**src/rtl/core_pkg.sv**
```systemverilog
// Encodings shared between the control unit and the MEM/WB stage:
// write-back source select and load width/sign codes.
package core_pkg;

  localparam logic [1:0] WDSEL_ALU  = 2'b00;
  localparam logic [1:0] WDSEL_MEM  = 2'b01;
  localparam logic [1:0] WDSEL_PC4  = 2'b10;
  localparam logic [1:0] WDSEL_NONE = 2'b11;

  localparam logic [2:0] DMTYPE_W   = 3'b000;
  localparam logic [2:0] DMTYPE_H   = 3'b001;
  localparam logic [2:0] DMTYPE_HU  = 3'b010;
  localparam logic [2:0] DMTYPE_B   = 3'b011;
  localparam logic [2:0] DMTYPE_BU  = 3'b100;

endpackage

```
**src/rtl/pipe_skid_buf.sv**
```systemverilog
// Generic 2-entry valid/ready skid buffer with synchronous flush.
// Handshake: a beat transfers on a rising edge where valid and ready are both high;
// valid and payload stay put until that transfer, and ready never looks at valid of the same side.
module pipe_skid_buf #(
  parameter int W = 8
) (
  input  logic         clk,
  input  logic         rst,
  input  logic         flush,
  input  logic         in_valid,
  output logic         in_ready,
  input  logic [W-1:0] in_data,
  output logic         out_valid,
  input  logic         out_ready,
  output logic [W-1:0] out_data
);

  logic         r_main_valid;
  logic         r_skid_valid;
  logic [W-1:0] r_main_data;
  logic [W-1:0] r_skid_data;

  logic w_accept;
  logic w_consume;
  logic w_main_valid_nx;
  logic w_skid_valid_nx;
  logic w_load_main_in;
  logic w_load_main_skid;
  logic w_load_skid;

  // in_ready comes straight from a flop, so it cannot depend on out_ready.
  assign in_ready  = ~r_skid_valid;
  assign out_valid = r_main_valid;
  assign out_data  = r_main_data;

  assign w_accept  = in_valid & ~r_skid_valid;
  assign w_consume = r_main_valid & out_ready;

  always_comb begin
    w_main_valid_nx  = r_main_valid;
    w_skid_valid_nx  = r_skid_valid;
    w_load_main_in   = 1'b0;
    w_load_main_skid = 1'b0;
    w_load_skid      = 1'b0;
    if (flush) begin
      w_main_valid_nx = 1'b0;
      w_skid_valid_nx = 1'b0;
    end else if (!r_main_valid) begin
      if (w_accept) begin
        w_main_valid_nx = 1'b1;
        w_load_main_in  = 1'b1;
      end
    end else if (w_consume) begin
      // Skid entry is older than anything arriving now, so it goes first.
      if (r_skid_valid) begin
        w_load_main_skid = 1'b1;
        w_skid_valid_nx  = 1'b0;
      end else if (w_accept) begin
        w_load_main_in = 1'b1;
      end else begin
        w_main_valid_nx = 1'b0;
      end
    end else if (w_accept) begin
      w_load_skid     = 1'b1;
      w_skid_valid_nx = 1'b1;
    end
  end

  always_ff @(posedge clk or posedge rst) begin
    if (rst) begin
      r_main_valid <= 1'b0;
      r_skid_valid <= 1'b0;
      r_main_data  <= '0;
      r_skid_data  <= '0;
    end else begin
      r_main_valid <= w_main_valid_nx;
      r_skid_valid <= w_skid_valid_nx;
      if (w_load_main_in) begin
        r_main_data <= in_data;
      end else if (w_load_main_skid) begin
        r_main_data <= r_skid_data;
      end
      if (w_load_skid) begin
        r_skid_data <= in_data;
      end
    end
  end

endmodule

```
**src/rtl/mem_wb_stage_skid.sv**
```systemverilog
// MEM/WB pipeline stage: resolves the write-back value on the MEM side and
// registers {rd, regwrite, wb_data, pc} through a skid buffer so WB may stall.
module mem_wb_stage_skid
  import core_pkg::*;
#(
  parameter int XLEN  = 32,
  parameter int REG_W = 5
) (
  input  logic             clk,
  input  logic             rst,
  input  logic             flush,
  input  logic             in_valid,
  output logic             in_ready,
  input  logic [REG_W-1:0] in_rd,
  input  logic             in_regwrite,
  input  logic [XLEN-1:0]  in_alu,
  input  logic [XLEN-1:0]  in_dm,
  input  logic [2:0]       in_dmtype,
  input  logic [1:0]       in_wdsel,
  input  logic [XLEN-1:0]  in_pc,
  output logic             out_valid,
  input  logic             out_ready,
  output logic [REG_W-1:0] out_rd,
  output logic             out_regwrite,
  output logic [XLEN-1:0]  out_wb_data,
  output logic [XLEN-1:0]  out_pc
);

  localparam int PW = REG_W + 1 + 2 * XLEN;

  logic [XLEN-1:0] w_load_ext;
  logic [XLEN-1:0] w_wb_data;
  logic [PW-1:0]   w_in_payload;
  logic [PW-1:0]   w_out_payload;
  logic            w_out_rw;

  always_comb begin
    w_load_ext = in_dm;
    case (in_dmtype)
      DMTYPE_H:  w_load_ext = {{(XLEN-16){in_dm[15]}}, in_dm[15:0]};
      DMTYPE_HU: w_load_ext = {{(XLEN-16){1'b0}},      in_dm[15:0]};
      DMTYPE_B:  w_load_ext = {{(XLEN-8){in_dm[7]}},   in_dm[7:0]};
      DMTYPE_BU: w_load_ext = {{(XLEN-8){1'b0}},       in_dm[7:0]};
      default:   w_load_ext = in_dm;
    endcase
  end

  always_comb begin
    w_wb_data = '0;
    case (in_wdsel)
      WDSEL_ALU: w_wb_data = in_alu;
      WDSEL_MEM: w_wb_data = w_load_ext;
      WDSEL_PC4: w_wb_data = in_pc + XLEN'(4);
      default:   w_wb_data = '0;
    endcase
  end

  assign w_in_payload = {in_rd, in_regwrite, w_wb_data, in_pc};

  pipe_skid_buf #(
    .W(PW)
  ) u_skid (
    .clk       (clk),
    .rst       (rst),
    .flush     (flush),
    .in_valid  (in_valid),
    .in_ready  (in_ready),
    .in_data   (w_in_payload),
    .out_valid (out_valid),
    .out_ready (out_ready),
    .out_data  (w_out_payload)
  );

  assign {out_rd, w_out_rw, out_wb_data, out_pc} = w_out_payload;

  // x0 is hard-wired zero, so a write to it is never issued.
  assign out_regwrite = w_out_rw & out_valid & (out_rd != '0);

endmodule

```
**config.mk**
```make
export PLATFORM = sky130hd
export DESIGN_NAME = mem_wb_stage_skid
export DESIGN_NICKNAME = d
export VERILOG_FILES = /design/src/rtl/core_pkg.sv /design/src/rtl/pipe_skid_buf.sv /design/src/rtl/mem_wb_stage_skid.sv
export SDC_FILE = /design/constraint.sdc
export NUM_CORES = 1
export LEC_CHECK = 0
export CORE_ASPECT_RATIO = 0.75
export CORE_MARGIN = 8
export CORE_UTILIZATION = 51
export DETAILED_ROUTE_END_ITERATION = 8
export PLACE_DENSITY = 0.84
export SYNTH_ARGS = -nofsm -noshare
export SYNTH_HDL_FRONTEND = slang
export SYNTH_SLANG_ARGS = --single-unit
```
**constraint.sdc**
```tcl
create_clock -name clk -period 5.44 [get_ports clk]
set_clock_uncertainty 0.1 [all_clocks]
set_input_delay 0.544 -clock clk [delete_from_list [all_inputs] [get_ports clk]]
set_output_delay 0.544 -clock clk [all_outputs]
set_load 0.01 [all_outputs]
```
==> qor.log <==
INFO  yosys          synth_nets=1,014
INFO  worst_setup_path critical_path_class=input pin to flop
INFO  yosys          synth-main-ff-cell=sky130_fd_sc_hd__dfrtp_1
INFO  drt            detail_route.wl_per_cell=20.8um
INFO  placement      place_congestion=0.896
INFO  cells_and_area final_cell_area=9830squm
INFO  flow_run       cap_viol_max_count=0
INFO  cts            tritoncts=built
INFO  die            pin_count=184
INFO  placement      postPlaceCellArea=9180squm
INFO  die            initial_core_util=51.6%
INFO  cells_and_area final_layout_size_suffix_gt1_share=5.77%
INFO  yosys          syn-instance-count=901
INFO  grt            maximum_number_of_pins_on_one_net_before_global_route_repair=105
INFO  grt            remaining_overflow_grt=0
INFO  grt            global_route.peak_usage_layer=met2
INFO  sta            hold_viol_final=0
INFO  cells_and_area layoutNonFillerInstCount=1,193
INFO  grt            gr-usage-met1=35.0%
INFO  worst_setup_path startpoint_type=input pin
INFO  min_path       timing.hold.worst.class=flop to flop
INFO  worst_setup_path slowest_stage_cell_on_the_critical_path=sky130_fd_sc_hd__or4_1
INFO  cts            max-clock-path-buffers=2
INFO  sta            final_min_period_over_clock_period=59.0%
INFO  min_path       hold-path-endpoint=u_skid.out_data[27]
INFO  yosys          syn-mean-instance-area=8.60squm
INFO  grt            grt_antenna_before_repair=0
INFO  sta            finalCriticalPeriod=3.21ns
INFO  placement      placedCellCount=1,161
INFO  min_path       hp-start=u_skid.out_data[27]
INFO  cells_and_area antenna_cells_inserted=0
INFO  grt            global_route.usage.met2=37.2%
INFO  drt            routed-via-count=7,114
INFO  status         run_status=finished clean
INFO  drt            drt_drc_violations_left=0
INFO  pwr            power_density=357nW/um^2
INFO  sta            number_of_pins_with_negative_max_slew_slack_in_the_final_report=0
INFO  cells_and_area layout.filler_cells=1,253
INFO  sta            holdWs=0.376ns
INFO  pwr            power=3.51mW
INFO  worst_setup_path arrival=3.45ns
INFO  worst_setup_path crit-reg2reg-capture=u_skid.r_skid_data[53]
INFO  yosys          combined_area_of_all_synthesized_cells=7750squm
INFO  drt            detail_route.first_pass.iterations=6
INFO  worst_setup_path timing.reg2reg.worst_path_depth=6
INFO  cts            cts_sinks=142
INFO  min_path       hold_path_depth=2
INFO  drt            final_antenna_violating_net_count=0
INFO  placement      portBuffers=183
INFO  cells_and_area design.final.nets=1,088
INFO  yosys          synth-edff-count=0
INFO  sta            grt_setup_unrepaired=false
INFO  worst_setup_path critical_path_peak_fanout=15
INFO  yosys          postSynth.asyncResetShare=100%
INFO  cts            ctsHoldBuffers=0
INFO  cells_and_area utilization=65.4%
INFO  yosys          synth_seq_area_share=45.8%
INFO  pwr            power.static_leakage=4.23nW
INFO  drt            drtIter0Drc=683
INFO  placement      hpwlAfterDp=16,600um
INFO  die            row_count=39
INFO  cts            tritoncts.num_buffers=17
INFO  grt            grt.met3_usage=10.5%
INFO  drt            drt-vias-per-instance=5.96
INFO  grt            grt.total_usage=25.7%
INFO  cts            cts-resized-gates=0
INFO  drt            routed_wl=24,800um
INFO  worst_setup_path critical_path.n_buffers_inverters=1
INFO  cells_and_area synthToLayoutAreaGrowth=26.9%
INFO  yosys          synth.area.top_cells=sky130_fd_sc_hd__dfrtp_1 (46%), sky130_fd_sc_hd__nand2_1 (11%), sky130_fd_sc_hd__buf_4 (6.7%)
INFO  die            die_width=158um
INFO  sta            finalWorstSetupSlack=2.23ns
INFO  yosys          count_of_state_elements_after_synthesis=142
INFO  cts            post_cts.repair.setup_buffers=0
INFO  grt            wire_length_of_the_first_global_routing_pass=38,500um
INFO  worst_setup_path timing.critical_path.slowest_cell_delay=0.89ns
INFO  worst_setup_path required=5.67ns
INFO  die            die_y=123um
INFO  worst_setup_path crit_path_cell_trace=clkdlybuf4s50_1 -> nand4_2 -> or4_1 -> or3_1 -> a311o_1 -> a31oi_1
INFO  sta            fin_tns_setup=0ns
INFO  sta            timing.slew.headroom=20.2%
INFO  worst_setup_path critical_path_source=in_pc[4]
INFO  pwr            power.ir.vdd_worst=246uV
INFO  worst_setup_path cpLargestDelayFamily=simple AND/OR/NAND/NOR gates
INFO  die            floorplan.die_area=19,400squm
INFO  sta            achievable_clock_frequency=311MHz
INFO  yosys          ys_types=49
INFO  worst_setup_path reg_to_reg_start=u_skid.r_skid_valid
INFO  cts            clk_latency=0.42ns
INFO  die            core_area=15,000squm
INFO  cts            h_tree_levels=4
INFO  grt            first_global_vias=6,910
INFO  sta            max_slew.worst_pin.slew=1.19ns
INFO  worst_setup_path timing.reg2reg.setup_slack=2.89ns
INFO  yosys          synth.yosys.warnings=0
INFO  placement      pre_cts_ws=1.85ns
INFO  sta            report.final.setup_viol=0
INFO  yosys          yosys.area.top_type=sky130_fd_sc_hd__dfrtp_1
INFO  worst_setup_path end_kind=flop
INFO  yosys          synth.top_cell.area_share=45.8%
INFO  cts            clkTransAtPathRegs=0.06ns
INFO  cts            cts_root_buf=sky130_fd_sc_hd__clkbuf_16
-- sequential cells by signal, summed over array words and instances (netlist names) --
| name | count |
|---|---|
| u_skid.r_skid_valid | 1 |
| u_skid.r_skid_data | 70 |
| u_skid.out_valid | 1 |
| u_skid.out_data | 70 |
-- metal layers --
metal | up-vias | share of wire, %
met5 | - | 0
met4 | 0 | 1.6
met3 | 31 | 13
met2 | 405 | 44
met1 | 3435 | 42
li1 | 3243 | -
-- cell usage after synthesis (all sizes together), types with 4 or more instances --
cell	number
nor4	10
nand2	222
a32o	10
xor2	7
buf	85
nor2b	23
a211oi	27
or3	7
nor2	41
o211a	5
a21o	12
o311a	8
o21ai	53
nor3	16
dfrtp	142
nand3	9
a21oi	34
clkbuf	56
a221oi	7
or4	4
a22oi	48
mux2i	6
xnor2	5
nand4	12
inv	7
nand2b	5
o21a	4
a31oi	10
-- power by group --
part	leakage, nW	switching [mW]	internal (mW)
Clock	0.308	0.466	0.825
Combinational	2.16	0.399	0.401
Sequential	1.77	0.132	1.28
-- worst reg2reg max path: stages (launching register included) --
cell	delay (ns)
sky130_fd_sc_hd__dfrtp_1	0.40
sky130_fd_sc_hd__nand2b_1	0.24
sky130_fd_sc_hd__nor2_1	0.19
sky130_fd_sc_hd__nand2_2	0.51
sky130_fd_sc_hd__buf_4	0.54
sky130_fd_sc_hd__a221oi_1	0.33
sky130_fd_sc_hd__a21oi_1	0.11
-- cells by family after synthesis --
group | after synthesis | share of synthesized area [%]
adders and majority gates | 1 | 0.161
DFF | 142 | 45.8
muxes | 6 | 0.775
AOI/OAI and AO/OA | 236 | 21.1
xor gates and xnor gates | 12 | 1.36
and+or+nand+nor | 356 | 20.2
buffers and inverters | 148 | 10.6
-- final cells by class --
type | count | area (sq um) | share of cell area (%)
Clock inverter | 14 | 216 | 2.20
Inverter | 7 | 31.3 | 0.318
Tap cell | 205 | 256 | 2.61
Clock buffer | 18 | 439 | 4.47
Sequential cell | 142 | 3550 | 36.1
Timing Repair Buffer | 196 | 1930 | 19.6
Multi-Input combinational cell | 611 | 3410 | 34.7
-- worst max path at each step --
| stage | end | slack (ns) | depth (start not counted) |
|---|---|---|---|
| after CTS | u_skid.out_data[50] | 2.32 | 6 |
| after floorplan | u_skid.out_data[0] | 0.99 | 1 |
| final | u_skid.r_skid_data[50] | 2.23 | 6 |
| after detailed placement | u_skid.out_data[50] | 1.85 | 6 |
| after global placement | u_skid.out_data[50] | 1.96 | 6 |
| after global routing | u_skid.r_skid_data[62] | 2.11 | 6 |
-- layout by cell type (no fill, tap or decap), types with 6 or more instances in the layout --
cell type	instances
sky130_fd_sc_hd__nor2_1	40
sky130_fd_sc_hd__nand3_1	9
sky130_fd_sc_hd__a31oi_1	10
sky130_fd_sc_hd__dfrtp_1	142
sky130_fd_sc_hd__mux2i_1	6
sky130_fd_sc_hd__a21o_1	12
sky130_fd_sc_hd__nand2_1	221
sky130_fd_sc_hd__or3_1	7
sky130_fd_sc_hd__a32o_1	10
sky130_fd_sc_hd__a221oi_1	7
sky130_fd_sc_hd__nor4_1	10
sky130_fd_sc_hd__inv_1	6
sky130_fd_sc_hd__a21oi_1	34
sky130_fd_sc_hd__nor2b_1	22
sky130_fd_sc_hd__o311a_1	8
sky130_fd_sc_hd__o21ai_0	50
sky130_fd_sc_hd__xor2_1	7
sky130_fd_sc_hd__nand4_1	10
sky130_fd_sc_hd__a211oi_1	27
sky130_fd_sc_hd__clkbuf_16	17
sky130_fd_sc_hd__clkdlybuf4s50_1	183
sky130_fd_sc_hd__nor3_1	13
sky130_fd_sc_hd__buf_4	13
sky130_fd_sc_hd__a22oi_1	48
No activity file was read; power rests on OpenSTA's default activity.
